<file path="config.mk">
export PLATFORM = sky130hd
export DESIGN_NAME = if_prefetch_stage
export DESIGN_NICKNAME = d
export VERILOG_FILES = /design/src/rtl/if_pkg.sv /design/src/rtl/if_fetch_fifo.sv /design/src/rtl/if_prefetch_stage.sv
export SDC_FILE = /design/constraint.sdc
export NUM_CORES = 1
export LEC_CHECK = 0
export BUFFER_PORTS_ARGS = -buffer_cell sky130_fd_sc_hd__clkbuf_2
export CELL_PAD_IN_SITES_DETAIL_PLACEMENT = 1
export CELL_PAD_IN_SITES_GLOBAL_PLACEMENT = 1
export CORE_ASPECT_RATIO = 1.75
export CORE_MARGIN = 2
export CORE_UTILIZATION = 50
export DETAILED_ROUTE_END_ITERATION = 6
export GPL_ROUTABILITY_DRIVEN = 0
export HOLD_SLACK_MARGIN = 0.08
export PLACE_DENSITY_LB_ADDON = 0.05
export SETUP_SLACK_MARGIN = 0.05
export SLEW_MARGIN = 0
export SYNTH_ARGS = -nofsm -noshare
export SYNTH_HDL_FRONTEND = slang
export SYNTH_SLANG_ARGS = --single-unit
</file>
<file path="constraint.sdc">
create_clock -name clk -period 17.9 [get_ports clk]
set_input_delay 3.58 -clock clk [delete_from_list [all_inputs] [get_ports clk]]
set_output_delay 3.58 -clock clk [all_outputs]
set_load 0.02 [all_outputs]
</file>
<file path="src/rtl/if_pkg.sv">
// Shared definitions for the instruction-fetch prefetch stage.
//   IF_ADDR_W / IF_DATA_W : default address and instruction widths
//   IF_RESET_PC           : default PC loaded on reset
//   IF_PC_INC             : sequential fetch stride in bytes
//   fetch_entry_t         : {pc, instr, exc} layout of one prefetch-queue entry
//                           at the default widths
package if_pkg;

  localparam int          IF_ADDR_W   = 32;
  localparam int          IF_DATA_W   = 32;
  localparam logic [31:0] IF_RESET_PC = 32'hBFC0_0000;
  localparam int unsigned IF_PC_INC   = 4;

  typedef struct packed {
    logic [IF_ADDR_W-1:0] pc;
    logic [IF_DATA_W-1:0] instr;
    logic                 exc;
  } fetch_entry_t;

endpackage

</file>
<file path="src/rtl/if_fetch_fifo.sv">
// Synchronous FIFO used for the prefetch queue and for the in-flight PC list.
// The head entry is read straight out of the storage registers, so it is
// valid in the cycle after it was pushed.
// Ports:
//   clk, rst  : clock, asynchronous active-high reset
//   flush_i   : empty the FIFO (wins over push/pop)
//   push_i    : write wdata_i at the tail
//   wdata_i   : tail data
//   pop_i     : retire the head entry
//   count_o   : number of valid entries (0..DEPTH)
//   head_o    : head entry (all-zero after reset)
module if_fetch_fifo #(
  parameter int WIDTH = 8,
  parameter int DEPTH = 4,
  localparam int PW = $clog2(DEPTH),
  localparam int CW = PW + 1
) (
  input  logic             clk,
  input  logic             rst,
  input  logic             flush_i,
  input  logic             push_i,
  input  logic [WIDTH-1:0] wdata_i,
  input  logic             pop_i,
  output logic [CW-1:0]    count_o,
  output logic [WIDTH-1:0] head_o
);

  logic [WIDTH-1:0] mem_q [DEPTH];
  logic [PW-1:0]    rptr_q, rptr_d;
  logic [PW-1:0]    wptr_q, wptr_d;
  logic [CW-1:0]    count_q, count_d;
  logic             do_push, do_pop;

  assign do_pop  = pop_i && (count_q != '0);
  // A push into a full FIFO is only accepted when the head leaves in the same cycle.
  assign do_push = push_i && ((count_q != CW'(DEPTH)) || do_pop);

  always_comb begin
    rptr_d  = rptr_q;
    wptr_d  = wptr_q;
    count_d = count_q;
    if (flush_i) begin
      rptr_d  = '0;
      wptr_d  = '0;
      count_d = '0;
    end else begin
      if (do_push) wptr_d = wptr_q + PW'(1);
      if (do_pop)  rptr_d = rptr_q + PW'(1);
      if (do_push && !do_pop)      count_d = count_q + CW'(1);
      else if (do_pop && !do_push) count_d = count_q - CW'(1);
    end
  end

  always_ff @(posedge clk or posedge rst) begin
    if (rst) begin
      rptr_q  <= '0;
      wptr_q  <= '0;
      count_q <= '0;
      for (int i = 0; i < DEPTH; i++) mem_q[i] <= '0;
    end else begin
      rptr_q  <= rptr_d;
      wptr_q  <= wptr_d;
      count_q <= count_d;
      if (do_push && !flush_i) mem_q[wptr_q] <= wdata_i;
    end
  end

  assign count_o = count_q;
  assign head_o  = mem_q[rptr_q];

endmodule

</file>
<file path="src/rtl/if_prefetch_stage.sv">
// Instruction-fetch stage with a prefetch queue and multiple outstanding
// in-order memory requests. A redirect flushes the queue and every in-flight
// fetch, then restarts fetching at redirect_pc.
// Optional build macro: IF_ADDR_EXC_EN -- a misaligned PC produces a single
// exception entry (out_exc=1) instead of a memory request and halts fetch
// until the next redirect. Without it out_exc is always 0.
// Ports:
//   clk, rst                     : clock, asynchronous active-high reset
//   redirect_valid, redirect_pc  : flush and restart fetch at redirect_pc
//   imem_req, imem_addr          : request to instruction memory (addr = pc)
//   imem_gnt                     : request accepted when imem_req && imem_gnt
//   imem_rvalid, imem_rdata      : in-order response
//   out_valid, out_ready         : handshake to decode
//   out_pc, out_instr, out_exc   : queue head
module if_prefetch_stage
  import if_pkg::*;
#(
  parameter int                ADDR_W   = IF_ADDR_W,
  parameter int                DATA_W   = IF_DATA_W,
  parameter int                DEPTH    = 4,
  parameter logic [ADDR_W-1:0] RESET_PC = ADDR_W'(IF_RESET_PC)
) (
  input  logic              clk,
  input  logic              rst,
  input  logic              redirect_valid,
  input  logic [ADDR_W-1:0] redirect_pc,
  output logic              imem_req,
  output logic [ADDR_W-1:0] imem_addr,
  input  logic              imem_gnt,
  input  logic              imem_rvalid,
  input  logic [DATA_W-1:0] imem_rdata,
  output logic              out_valid,
  input  logic              out_ready,
  output logic [ADDR_W-1:0] out_pc,
  output logic [DATA_W-1:0] out_instr,
  output logic              out_exc
);

  localparam int CW = $clog2(DEPTH) + 1;
  localparam int SW = CW + 2;

  typedef struct packed {
    logic [ADDR_W-1:0] pc;
    logic [DATA_W-1:0] instr;
    logic              exc;
  } entry_t;

  logic [ADDR_W-1:0] pc_q, pc_d;
  logic [CW-1:0]     drop_q, drop_d;
  logic [CW-1:0]     q_count, if_count;
  logic [ADDR_W-1:0] if_head;
  entry_t            q_wdata, q_head;
  logic              acc, rsp_drop, rsp_push, q_push, q_pop;
  logic              exc_push, fetch_ok;
  logic [SW-1:0]     used;

  assign acc      = imem_req && imem_gnt;
  // Responses are discarded while older requests are still owed, or when a
  // redirect arrives in the same cycle.
  assign rsp_drop = imem_rvalid && (redirect_valid || (drop_q != '0));
  assign rsp_push = imem_rvalid && !rsp_drop;

  // Credit: queued entries plus every outstanding request (live or to be
  // dropped) may never exceed DEPTH, so the queue can never overflow.
  assign used     = SW'(q_count) + SW'(if_count) + SW'(drop_q);
  assign imem_req = !rst && !redirect_valid && fetch_ok && (used < SW'(DEPTH));
  assign imem_addr = pc_q;

`ifdef IF_ADDR_EXC_EN
  logic halt_q, halt_d, misaligned;

  assign misaligned = (pc_q[1:0] != 2'b00);
  // Wait for all live responses so the exception entry stays in program order.
  assign exc_push   = !redirect_valid && misaligned && !halt_q &&
                      (if_count == '0) && (q_count != CW'(DEPTH));
  assign fetch_ok   = !misaligned && !halt_q;

  always_comb begin
    halt_d = halt_q;
    if (redirect_valid)  halt_d = 1'b0;
    else if (exc_push)   halt_d = 1'b1;
  end

  always_ff @(posedge clk or posedge rst) begin
    if (rst) halt_q <= 1'b0;
    else     halt_q <= halt_d;
  end
`else
  assign exc_push = 1'b0;
  assign fetch_ok = 1'b1;
`endif

  always_comb begin
    pc_d = pc_q;
    if (redirect_valid) pc_d = redirect_pc;
    else if (acc)       pc_d = pc_q + ADDR_W'(IF_PC_INC);
  end

  // Every request not yet answered becomes a drop on redirect; a response
  // arriving in the redirect cycle consumes one of them.
  always_comb begin
    drop_d = drop_q;
    if (redirect_valid)
      drop_d = CW'(SW'(drop_q) + SW'(if_count) + SW'(acc) - SW'(imem_rvalid));
    else if (imem_rvalid && (drop_q != '0))
      drop_d = drop_q - CW'(1);
  end

  always_ff @(posedge clk or posedge rst) begin
    if (rst) begin
      pc_q   <= RESET_PC;
      drop_q <= '0;
    end else begin
      pc_q   <= pc_d;
      drop_q <= drop_d;
    end
  end

  if_fetch_fifo #(
    .WIDTH (ADDR_W),
    .DEPTH (DEPTH)
  ) u_inflight (
    .clk     (clk),
    .rst     (rst),
    .flush_i (redirect_valid),
    .push_i  (acc),
    .wdata_i (pc_q),
    .pop_i   (rsp_push),
    .count_o (if_count),
    .head_o  (if_head)
  );

  always_comb begin
    q_wdata.pc    = if_head;
    q_wdata.instr = imem_rdata;
    q_wdata.exc   = 1'b0;
    if (exc_push) begin
      q_wdata.pc    = pc_q;
      q_wdata.instr = '0;
      q_wdata.exc   = 1'b1;
    end
  end

  assign q_push = rsp_push || exc_push;
  assign q_pop  = out_valid && out_ready && !redirect_valid;

  if_fetch_fifo #(
    .WIDTH ($bits(entry_t)),
    .DEPTH (DEPTH)
  ) u_queue (
    .clk     (clk),
    .rst     (rst),
    .flush_i (redirect_valid),
    .push_i  (q_push),
    .wdata_i (q_wdata),
    .pop_i   (q_pop),
    .count_o (q_count),
    .head_o  (q_head)
  );

  assign out_valid = (q_count != '0);
  assign out_pc    = q_head.pc;
  assign out_instr = q_head.instr;
  assign out_exc   = q_head.exc;

endmodule

</file>
; After elaboration in Yosys (flattened, before gate mapping)
; Index checks and enable logic that the tools add are counted.
[classes]
addsub = 15
multipliers = 0
n_div = 0
n_lt_le_gt_ge = 7
eq_ne = 2
shifts = 0
muxes = 30
n_bitwise = 4
reduce_logical = 41
[ops]
columns = operator, n
row1 = 260-bit bitwise mux, 1
row2 = 65-bit two-way mux, 3
row3 = 32-bit two-way mux, 5
row4 = 65-bit binary-select mux with 2-bit select, 1
row5 = 65-bit demux with 2-bit select, 1
row6 = 128-bit bitwise mux, 1
row7 = 32-bit binary-select mux with 2-bit select, 1
row8 = 32-bit demux with 2-bit select, 1
row9 = "32-bit by 3-bit adder with 32-bit output, second input constant", 1
row10 = 3-bit two-way mux, 8
row11 = 1-bit logical AND, 20
row12 = 2-bit two-way mux, 8
row13 = 3-bit nonzero test, 5
row14 = "3-bit >= comparator, second input constant", 4
row15 = 2-bit NOT with 3-bit output, 4
row16 = 2-bit nonzero test, 6
row17 = "3-bit by 1-bit subtractor with 3-bit output, second input constant", 3
row18 = "2-bit by 1-bit adder with 2-bit output, second input constant", 4
row19 = 1-bit zero test, 7
row20 = "3-bit by 1-bit adder with 3-bit output, second input constant", 2
row21 = "3-bit by 1-bit less-than comparator with 1-bit output, second input constant", 2
row22 = "3-bit inequality test, second input constant", 2
row23 = 4-bit by 3-bit adder with 5-bit output, 1
row24 = "5-bit by 3-bit less-than comparator with 1-bit output, second input constant", 1
row25 = other kinds (5), 7
[word_totals]
register_bits = 437
latchBits = 0
ram_bits = 0
romBits = 0
input_bits = 70
output_inout_bits = 99
word_cells = 115
memories = 0

; Logic depth before layout (Yosys ltp)
; Gate-level depths: netlist of run 1.
[logic_depth]
ltp_word = 13
depth_mapped = 17
depth_no_buf = 15

; Modules after synthesis
; From an unflattened synthesis of run 1, not the netlist that was laid out.
[hier_totals]
hier_cells = 1321
area_unflattened_um2 = 21530.6
[modules_own_cells]
columns = module, n_inst, cells_each, area_each_um2, seq_area_each_um2
row1 = if_fetch_fifo at u_queue, 1, 684, 12451.9, 6681.4
row2 = if_fetch_fifo at u_inflight, 1, 369, 6708.9, 3378.2
row3 = if_prefetch_stage, 1, 268, 2369.8, 887.1

; Worst setup path after synthesis of run 1
; OpenSTA, ideal clock, no wires.
[synth_path]
path_kind = input to output
start = in redirect_valid
end = out imem_req
t_arrival_ns = 4.536
t_required_ns = 14.320
path_slack_ns = 9.784
cell_stages = 4
n_path_buf = 1
cell_sequence = inv_1 -> o221ai_2 -> buf_2 -> nor3_1
[synth_via]
elab_chain_len = 3
[synth_lines]
columns = item, line_no
row1 = "start, declared", if_prefetch_stage.sv:25  ; input logic redirect_valid,
row2 = 1-bit zero test, if_prefetch_stage.sv:66  ; assign imem_req = !rst && !redirect_valid && fetch_ok && (used < SW'(DEPTH));
row3 = 1-bit logical AND (2 in a row), if_prefetch_stage.sv:66
row4 = "end, declared", if_prefetch_stage.sv:27  ; output logic imem_req,
; Every way passes these cells.

; Worst setup path after layout of run 1
; Ends and elaborated chain as after synthesis.

==> run metrics, run 1 <==
Total Wirelength=47300 µm; delay-heaviest family, CP=buffers and inverters; GRT Total Usage=0.235; FMAX=121 MHz; Horiz. Die Dim=155 µm; Synth Instances=around 1300; CP Launch Point=redirect_valid; die area=41700 µm²; CTS tree=done; Clock Skew=roughly 0.015 ns; mean post-synth cell area=~15 µm²; top cells by count, synth=dfrtp_1, mux2_2, mux4_2, mux2_1, nand2_1; Finished Cell Area=22500 µm²; Yosys cell types=61; final antenna diode count=0; I/O pins=~170; final cell count without fillers=1990; maxcap violations=0; status=complete, no violations; H-Tree Level Count=2; cell with the most instances after synthesis=dfrtp_1; setup slack, reg-to-reg=between 10 and 15 ns; critical path's slowest cell=o221ai_2; Root Buffer=clkbuf_16; Tcrit/Tclk final=0.463; Seq/Total Area, Yosys=0.543; Leak=10.8 nW; DPL Wire Length=30200 µm; placed insts=1916; slowest stage delay, CP=0.36 ns; Critical Path AT=4.71 ns; worst skew pair latency=0.55 ns; Slew headroom=0.274; crit-path max FO=14; Power Total=around 3.2 mW; Post-synth EDFFs=0; drt drc=0; Starting Density=0.509; Synth area leaders=dfrtp_1, mux2_2, mux4_2; P per Cell Area=about 140 nW/µm²; Least-Margin Pin Slew=1.09 ns; Final setup violation count=0; vias after detailed routing=roughly 12000; area of the multi-input gates=8590 µm²; initial antenna violation count=0; most common cell type on the critical path=clkbuf_2; Ys Warns=0; cts hold-fix bufs=0; total CTS buffers=41; max-slew violations=0; critical-path cell list=clkbuf_2 > inv_1 > o221ai_2 > nor3_1 > clkbuf_2; first-pass GRT wire length=75800 µm; Total Nets Final=1562; Worst Setup Start Kind=input pin; synthesis-to-finish area growth=12.6%; share of layout cells above drive strength 1=0.475; CTS sink count=433; register area=10900 µm²; Core Box Area=roughly 40000 µm²; GR Overflow Total=0; vias in the first global route=13500; ys async rst share=1.00; filler instances=roughly 3700; clock-pin slew on the worst setup and hold paths=0.06 ns; Synthesized Nets=1429; Cell Rows=96; Mapped Area=20000 µm²; leading area contributor after synthesis=dfrtp_1; Routed WL per cell=23.7 µm; CTS max path bufs=3; critical path required time=14.32 ns; CTS-repair resized insts=0; CP bufs+invs=3; RSZ-0062 raised after global routing=no; largest net degree at the start of global routing=130; share of the synthesized area in the top cell type=0.531; Most used DFF post-synth=dfrtp_1; Via-to-Cell Ratio=5.99; DP Area=21100 µm²; minimum clock period=between 8 and 9 ns; flops & latches, synth=433; Max VDD drop=about 0.094 mV; die height=between 200 and 300 µm; 1st-pass router iterations=4; Worst Setup End Kind=output pin; final setup TNS=0 ns; class of the worst hold path=flip-flop to flip-flop; Final ANT Viol Nets=0; Starting DRT DRC Count=319; post-CTS setup repair buffer count=0; final hold viol count=0; min-delay src=u_inflight.mem_q[119]$_DFFE_PP0P_; worst r2r src=u_inflight.count_o[2]$_DFFE_PP0P_; # port buffers=around 170; crit path kind=input pin to output pin
-- sequential cells by signal, summed over array words and instances (netlist names) --
| register | count |
|---|---|
| u_queue.rptr_q | 2 |
| u_inflight.wptr_q | 2 |
| imem_addr | 32 |
| u_inflight.count_o | 3 |
| drop_q | 3 |
| u_inflight.mem_q | 128 |
| u_queue.count_o | 3 |
| u_queue.wptr_q | 2 |
| u_inflight.rptr_q | 2 |
| u_queue.mem_q | 256 |
-- worst reg2reg max path: cells and delay by family, from the launching register on --
| family | cells | cell delay, ns |
|---|---|---|
| flip-flops | 1 | 0.56 |
| buffers and inverters | 3 | 0.65 |
| AO/OA/AOI/OAI | 2 | 0.73 |
| AND/OR/NAND/NOR | 4 | 1.19 |
| multiplexers | 1 | 0.16 |
| adder cells (fa/ha/maj) | 3 | 1.25 |
-- final timing paths --
| kind | to | cells after the start |
|---|---|---|
| max | imem_req | 5 |
| min | u_inflight.mem_q[119]$_DFFE_PP0P_ | 1 |
| max reg2reg | u_inflight.count_o[2]$_DFFE_PP0P_ | 13 |
| min reg2reg | u_inflight.mem_q[119]$_DFFE_PP0P_ | 1 |
| max in group asynchronous | u_inflight.mem_q[61]$_DFFE_PP0P_ | 4 |
| min in group asynchronous | u_inflight.count_o[2]$_DFFE_PP0P_ | 2 |
-- cells in the final DEF, fill, tap and decap left out, types with 5 or more instances in the layout --
master	count
nand3_1	19
a21o_1	5
buf_4	15
nor3_1	14
nand2_1	44
a221o_1	7
clkbuf_1	8
nor2_1	22
clkinv_2	9
fa_1	7
dfstp_2	9
o21ai_0	30
nand4_1	16
and4_1	5
o211ai_1	5
mux4_2	96
inv_1	31
a211oi_1	5
a21oi_1	10
xor2_1	6
dfrtp_1	421
clkbuf_8	6
clkbuf_2	167
nand2_4	8
clkbuf_16	43
ha_1	16
nor4_1	8
mux2_1	47
xnor2_1	13
mux2_2	339
-- power by group --
part	internal [mW]	total (mW)	switching, mW
clock network	0.510	0.887	0.377
logic	0.471	0.994	0.523
registers	1.18	1.35	0.161
total	2.16	3.23	1.06
-- kinds of logic (layout without fill, tap and decap cells) --
family	Yosys count	count (layout)	synth area share
xor+xnor	19	19	0.00832
compound gates	94	94	0.0352
buf+inv	125	289	0.0286
mux	485	485	0.327
simple gates	156	156	0.0411
other cells	1	1	0.000188
fa+ha+maj	23	23	0.0170
flops	433	433	0.543
-- cell type report --
type / instances / share of cell area
repair buffers: 182 / 0.0421
well taps: 490 / 0.0272
flip-flops and latches: 433 / 0.482
clock inverters: 17 / 0.00784
clock buffers: 57 / 0.0528
multi-input cells: 778 / 0.382
inverters: 33 / 0.00584
-- per-layer routing --
layer,vias up,routed length (µm),GRT usage
met5,-,0,0
met4,0,1260,0.0691
met3,66,1550,0.0313
li1,5209,-,-
met2,246,25900,0.440
met1,6409,18600,0.279
-- through the flow --
stage	hold slack (ns)	worst slack (ns)	util
2_1_floorplan	0.459	2.27	-
3_3_place_gp	0.468	9.61	0.538
3_5_place_dp	0.479	9.58	0.538
4_1_cts	0.493	9.58	0.573
5_1_grt	0.503	9.47	0.573
6_report	0.488	9.61	0.573
(Power assumes the default switching activity.)
==> run 2: changes to the inputs <==
Clock period 17.9 ns to 7.9 ns, I/O delays scaled along.
==> run metrics, run 2 (synthesized netlist as in run 1, its figures left out) <==
Via-to-Cell Ratio=6.01 (was 5.99); FMAX=206 MHz; Critical Path AT=3.26 ns (was 4.71 ns); Root Buffer=clkbuf_16 (unchanged); final setup TNS=0 ns (unchanged); final cell count without fillers=1990 (unchanged); CP Launch Point=u_inflight.count_o[2]$_DFFE_PP0P_ (was redirect_valid); CTS-repair resized insts=0 (unchanged); placed insts=1917 (was 1916); cts hold-fix bufs=0 (unchanged); CP bufs+invs=4 (was 3); I/O pins=169 (unchanged); delay-heaviest family, CP=adder cells (was buffers and inverters); commonest cells after routing, fill and taps aside=dfrtp_1, mux2_2, clkbuf_2 (unchanged); total CTS buffers=40 (was 41); GR Overflow Total=0 (unchanged); P per Cell Area=329 nW/µm² (was 143 nW/µm²); Clock Skew=0.0205 ns (was 0.0146 ns); Least-Margin Pin Slew=1.10 ns (was 1.09 ns); critical path's slowest cell=dfrtp_1 (was o221ai_2); Tcrit/Tclk final=0.613; Largest register FFs=256 (unchanged); vias in the first global route=13500 (about the same); final antenna diode count=0 (unchanged); commonest non-fill, non-tap cell in the layout=dfrtp_1 (unchanged); share of layout cells above drive strength 1=0.477 (was 0.475); Max VDD drop=0.231 mV (was 0.0941 mV); Setup WS pre-CTS=3.26 ns (was 9.58 ns); Hold WS=0.489 ns (was 0.488 ns); sw frac=0.326 (was 0.329); Internal=5.02 mW (was 2.16 mW); Routed WL per cell=23.9 µm (was 23.7 µm); final hold viol count=0 (unchanged); first-pass GRT wire length=76300 µm (was 75800 µm); Leak=10.8 nW (about the same); slowest stage delay, CP=0.56 ns (was 0.36 ns); max-slew violations=0 (unchanged); WP depth=9 (was 5); minimum clock period=4.84 ns; Slew headroom=0.256 (was 0.274); largest net degree at the start of global routing=180 (was 130); final worst slack=3.06 ns (was 9.61 ns); DP Area=21200 µm² (was 21100 µm²); Worst Setup Start Kind=flip-flop (was input pin); Starting Density=0.509 (unchanged); Final setup violation count=0 (unchanged); CTS max path bufs=3 (unchanged); Comb pwr share=0.305 (was 0.308); Horiz. Die Dim=155 µm (unchanged); crit-path max FO=14 (unchanged); Crit Reg-Reg Endpoint=u_inflight.count_o[2]$_DFFE_PP0P_ (unchanged); maxcap violations=0 (unchanged); Total Nets Final=1562 (unchanged); crit path to=imem_req (unchanged); CTS sink count=433 (unchanged); CTS tree=done (unchanged); Starting DRT DRC Count=460 (was 319); r2r worst-path depth=14 (was 13); setup slack, reg-to-reg=3.49 ns (was 13.22 ns); most common cell type on the critical path=inv_1 (was clkbuf_2); Worst Setup End Kind=output pin (unchanged); Total Wirelength=47500 µm (was 47300 µm); DPL Wire Length=30200 µm (about the same); sw power=2.42 mW (was 1.06 mW); # port buffers=167 (unchanged); Seq pwr share=0.409 (was 0.417); GRT Total Usage=0.236 (was 0.235); clock-pin slew on the worst setup and hold paths=0.07 ns (was 0.06 ns); worst skew pair latency=0.56 ns (was 0.55 ns); post-CTS setup repair buffer count=0 (unchanged); crit path kind=flip-flop to output pin (was input pin to output pin); H-Tree Level Count=2 (unchanged); Clock Power Share=0.286 (was 0.275); 1st-pass router iterations=5 (was 4); Final ANT Viol Nets=0 (unchanged); die area=41700 µm² (unchanged); drt drc=0 (unchanged); fin util=0.575 (was 0.573); vias after detailed routing=12000 (was 11900); critical-path cell list=inv_1 > fa_1 > inv_1 > ha_1 > or3b_2 > o221ai_2 > buf_4 > nor3_1 > clkbuf_2 (was clkbuf_2 > inv_1 > o221ai_2 > nor3_1 > clkbuf_2); Cell Rows=96 (unchanged); initial antenna violation count=0 (unchanged); Finished Cell Area=22600 µm² (was 22500 µm²); Core Box Area=39300 µm² (unchanged); Power Total=7.44 mW (was 3.23 mW); worst r2r src=u_inflight.count_o[2]$_DFFE_PP0P_ (unchanged); synthesis-to-finish area growth=13.0% (was 12.6%); class of the worst hold path=flip-flop to flip-flop (unchanged); critical path required time=6.32 ns (was 14.32 ns); largest register by flop count=u_queue.mem_q (unchanged); die height=269 µm (unchanged); status=complete, no violations (unchanged); RSZ-0062 raised after global routing=no (unchanged)
## run 2: cell types whose count changed in the layout (fill, tap and decap cells not counted), moves of 2 or more
cell and delta:
clkbuf_16 -3, bufinv_16 +6, clkbuf_1 -2, clkinv_4 -2, clkbuf_8 -3
## run 2: area by class of cell
type	count	area, µm²
Timing Repair Buffer	183	968
Inverter	33	128
Tap cell	490	613
Sequential cell	433	10900
Fill cell	3708	16700
Clock inverter	24	372
Multi-Input combinational cell	778	8590
Clock buffer	49	1060
## run 2: worst min path at each step
stage,end,cells past startpoint,start
2_1_floorplan,u_inflight.mem_q[34]$_DFFE_PP0P_,1,u_inflight.mem_q[34]$_DFFE_PP0P_
3_3_place_gp,u_inflight.mem_q[49]$_DFFE_PP0P_,1,u_inflight.mem_q[49]$_DFFE_PP0P_
3_5_place_dp,u_inflight.mem_q[36]$_DFFE_PP0P_,1,u_inflight.mem_q[36]$_DFFE_PP0P_
4_1_cts,u_inflight.mem_q[36]$_DFFE_PP0P_,1,u_inflight.mem_q[36]$_DFFE_PP0P_
5_1_grt,u_inflight.mem_q[36]$_DFFE_PP0P_,1,u_inflight.mem_q[36]$_DFFE_PP0P_
6_report,u_inflight.mem_q[83]$_DFFE_PP0P_,1,u_inflight.mem_q[83]$_DFFE_PP0P_
## run 2: routing by layer
metal	vias to the layer above	track usage	wire length (µm)
met5	-	0	0
li1	5231	-	-
met4	0	0.0756	1260
met2	256	0.440	25700
met1	6396	0.287	19000
met3	81	0.0241	1480
## run 2: power by group through the flow
stage	logic [mW]	registers (mW)	clock network, mW
after floorplan	1.73	2.93	0
after global placement	2.24	3.05	0
after detailed placement	2.31	3.09	0
after CTS	2.32	3.05	2.19
after global routing	2.47	3.12	2.26
final	2.27	3.05	2.13
==> run 3: changes to the inputs <==
Settings changed: ABC_AREA from default to 1, CORE_UTILIZATION 50 to 41.
Clock period 7.9 ns to 4 ns, I/O delays scaled along.
==> run metrics, run 3 <==
Synth area leaders=dfrtp_1, nand2_1, o21ai_0 (was dfrtp_1, mux2_2, mux4_2); largest register by flop count=u_queue.mem_q (unchanged); Final setup violation count=0 (unchanged); post-synthesis xor/xnor area fraction=0.0110 (was 0.00832); Cell Rows=107 (was 96); Clock Skew=0.0157 ns (was 0.0205 ns); Total Nets Final=2493 (was 1562); most common cell type on the critical path=inv_1 (unchanged); clock-pin slew on the worst setup and hold paths=0.07 ns (about the same); post-CTS setup repair buffer count=0 (unchanged); initial antenna violation count=0 (unchanged); Worst Setup End Kind=output pin (unchanged); Largest register FFs=256 (unchanged); # port buffers=167 (unchanged); Tcrit/Tclk final=0.911; commonest non-fill, non-tap cell in the layout=nand2_1 (was dfrtp_1); Synth Area in Simple Gates=0.167 (was 0.0411); die height=296 µm (was 269 µm); Core Box Area=48300 µm² (was 39300 µm²); Max VDD drop=0.341 mV (was 0.231 mV); Total Wirelength=57500 µm (was 47500 µm); flops & latches, synth=433 (unchanged); critical path required time=3.20 ns (was 6.32 ns); CTS-repair resized insts=0 (unchanged); H-Tree Level Count=2 (unchanged); leading area contributor after synthesis=dfrtp_1 (unchanged); share of layout cells above drive strength 1=0.141 (was 0.477); share of the synthesized area in the top cell type=0.532 (was 0.531); Leak=10.7 nW (was 10.8 nW); GRT Total Usage=0.231 (was 0.236); first-pass GRT wire length=93000 µm (was 76300 µm); Starting Density=0.413 (was 0.509); Slew headroom=0.312 (was 0.256); RSZ-0062 raised after global routing=no (unchanged); Power Total=14.8 mW (was 7.44 mW); Starting DRT DRC Count=984 (was 460); slowest stage delay, CP=0.56 ns (about the same); class of the worst hold path=input pin to flip-flop (was flip-flop to flip-flop); hold path depth=3 (was 1); worst r2r src=u_queue.count_o[1]$_DFFE_PP0P_ (was u_inflight.count_o[2]$_DFFE_PP0P_); Synth Instances=2307 (was 1336); Post-Synth Adder-Cell Area=0.0171 (was 0.0170); ys async rst share=1.00 (unchanged); Synth Area in Compound Gates=0.196 (was 0.0352); FMAX=274 MHz; die area=50500 µm² (was 41700 µm²); GR Overflow Total=0 (unchanged); mean post-synth cell area=8.65 µm² (was 15.0 µm²); Horiz. Die Dim=171 µm (was 155 µm); worst skew pair latency=0.56 ns (about the same); Post-synth EDFFs=0 (unchanged); CTS max path bufs=3 (unchanged); total CTS buffers=44 (was 40); Most used DFF post-synth=dfrtp_1 (unchanged); final hold viol count=0 (unchanged); r2r worst-path depth=16 (was 14); post-synthesis mux area share=0 (was 0.327); 1st-pass router iterations=4 (was 5); commonest cells after routing, fill and taps aside=nand2_1, dfrtp_1, o21ai_0 (was dfrtp_1, mux2_2, clkbuf_2); Seq/Total Area, Yosys=0.543 (about the same); CP Launch Point=drop_q[1]$_DFFE_PP0P_ (was u_inflight.count_o[2]$_DFFE_PP0P_); Ys Warns=0 (unchanged); I/O pins=169 (unchanged); Via-to-Cell Ratio=5.30 (was 6.01); maxcap violations=0 (unchanged); Critical Path AT=2.84 ns (was 3.26 ns); critical path's slowest cell=fa_1 (was dfrtp_1); Least-Margin Pin Slew=1.03 ns (was 1.10 ns); vias in the first global route=17300 (was 13500); CTS sink count=433 (unchanged); Root Buffer=clkbuf_16 (unchanged); Yosys cell types=40 (was 61); final antenna diode count=0 (unchanged); DPL Wire Length=35900 µm (was 30200 µm); status=complete, no violations (unchanged); cell with the most instances after synthesis=nand2_1 (was dfrtp_1); CTS tree=done (unchanged); crit path kind=flip-flop to output pin (unchanged); cts hold-fix bufs=0 (unchanged); placed insts=3008 (was 1917); top cells by count, synth=nand2_1, dfrtp_1, o21ai_0, nor2_1, inv_1 (was dfrtp_1, mux2_2, mux4_2, mux2_1, nand2_1); crit-path max FO=5 (was 14); drt drc=0 (unchanged); Routed WL per cell=18.6 µm (was 23.9 µm); minimum clock period=3.64 ns; min-delay src=redirect_pc[0] (was u_inflight.mem_q[83]$_DFFE_PP0P_); Worst Setup Start Kind=flip-flop (unchanged); max-slew violations=0 (unchanged); P per Cell Area=651 nW/µm² (was 329 nW/µm²); vias after detailed routing=16400 (was 12000); Synthesized Nets=2400 (was 1429); largest family of logic cells by synthesized area=compound AO/OA/AOI/OAI gates (was multiplexers); largest net degree at the start of global routing=186 (was 180); Mapped Area=20000 µm² (about the same); final cell count without fillers=3090 (was 1990); Final ANT Viol Nets=0 (unchanged); synthesis-to-finish area growth=14.2% (was 13.0%); critical-path cell list=inv_1 > fa_1 > inv_1 > nand2_1 > inv_1 > fa_1 > a21oi_1 > nand3_1 > nor2_1 > clkbuf_2 (was inv_1 > fa_1 > inv_1 > ha_1 > or3b_2 > o221ai_2 > buf_4 > nor3_1 > clkbuf_2)
## run 3: changes by cell type after synthesis, moves of 47 or more
cell      change
nor2_1      +134
mux2_1       -47
o21ai_1     +110
mux2_2      -339
inv_1        +89
clkbuf_1     +57
nand2_1     +576
mux4_2       -96
o22ai_1      +65
o21ai_0     +380
## run 3: cell families after synthesis
family | Yosys count
buf+inv | 279
other cells | 1
simple gates | 844
xor+xnor | 25
compound gates | 702
fa+ha+maj | 23
flops | 433
## run 3: power breakdown
group	leakage, nW	switching (mW)	internal, mW	total (mW)
Combinational	4.12	3.17	1.53	4.70
Sequential	5.84	0.547	5.23	5.78
Clock	0.765	1.78	2.57	4.35
Total	10.7	5.49	9.34	14.8
## run 3: through the flow
stage	worst slack (ns)	TNS [ns]	utilization	instance area [µm²]	hold WS, ns
2_1_floorplan	-5.03	-1824.54	-	20000	0.448
3_3_place_gp	0.473	0	0.440	21300	0.461
3_5_place_dp	0.380	0	0.440	21300	0.468
4_1_cts	0.304	0	0.472	22800	0.413
5_1_grt	0.151	0	0.472	22800	0.449
6_report	0.356	0	0.472	22800	0.444
## run 3: worst paths after layout
| kind | endpoint | slack, ns |
|---|---|---|
| max in group asynchronous | u_inflight.mem_q[105]$_DFFE_PP0P_ | 1.89 |
| min in group asynchronous | u_queue.wptr_q[1]$_DFFE_PP0P_ | 0.60 |
| min | imem_addr[0]$_DFFE_PP0P_ | 0.44 |
| max | imem_req | 0.36 |
| max reg2reg | drop_q[1]$_DFFE_PP0P_ | 0.37 |
| min reg2reg | u_queue.mem_q[141]$_DFFE_PP0P_ | 0.48 |
## run 3: critical path, delay by kind of cell (launching register included)
kind            cells  cell delay [ns]
compound gates      1             0.19
fa+ha+maj           2             0.98
buf+inv             4             0.45
flops               1             0.32
simple gates        3             0.35
## run 3: area by class of cell
type                    count  area (µm²)
inverters                 124         470
flip-flops and latches    433       10900
repair buffers            202        1220
clock inverters            18         211
clock buffers              64        1330
well taps                 654         818
multi-input cells        1595        7890
fillers                  5706       25500
## run 3: metal layers
metal | up-vias | track usage | routed length, µm
li1 | 7865 | - | -
met1 | 8175 | 0.291 | 25000
met2 | 261 | 0.412 | 29100
met3 | 78 | 0.0244 | 1680
met4 | 0 | 0.0757 | 1670
met5 | - | 0 | 0
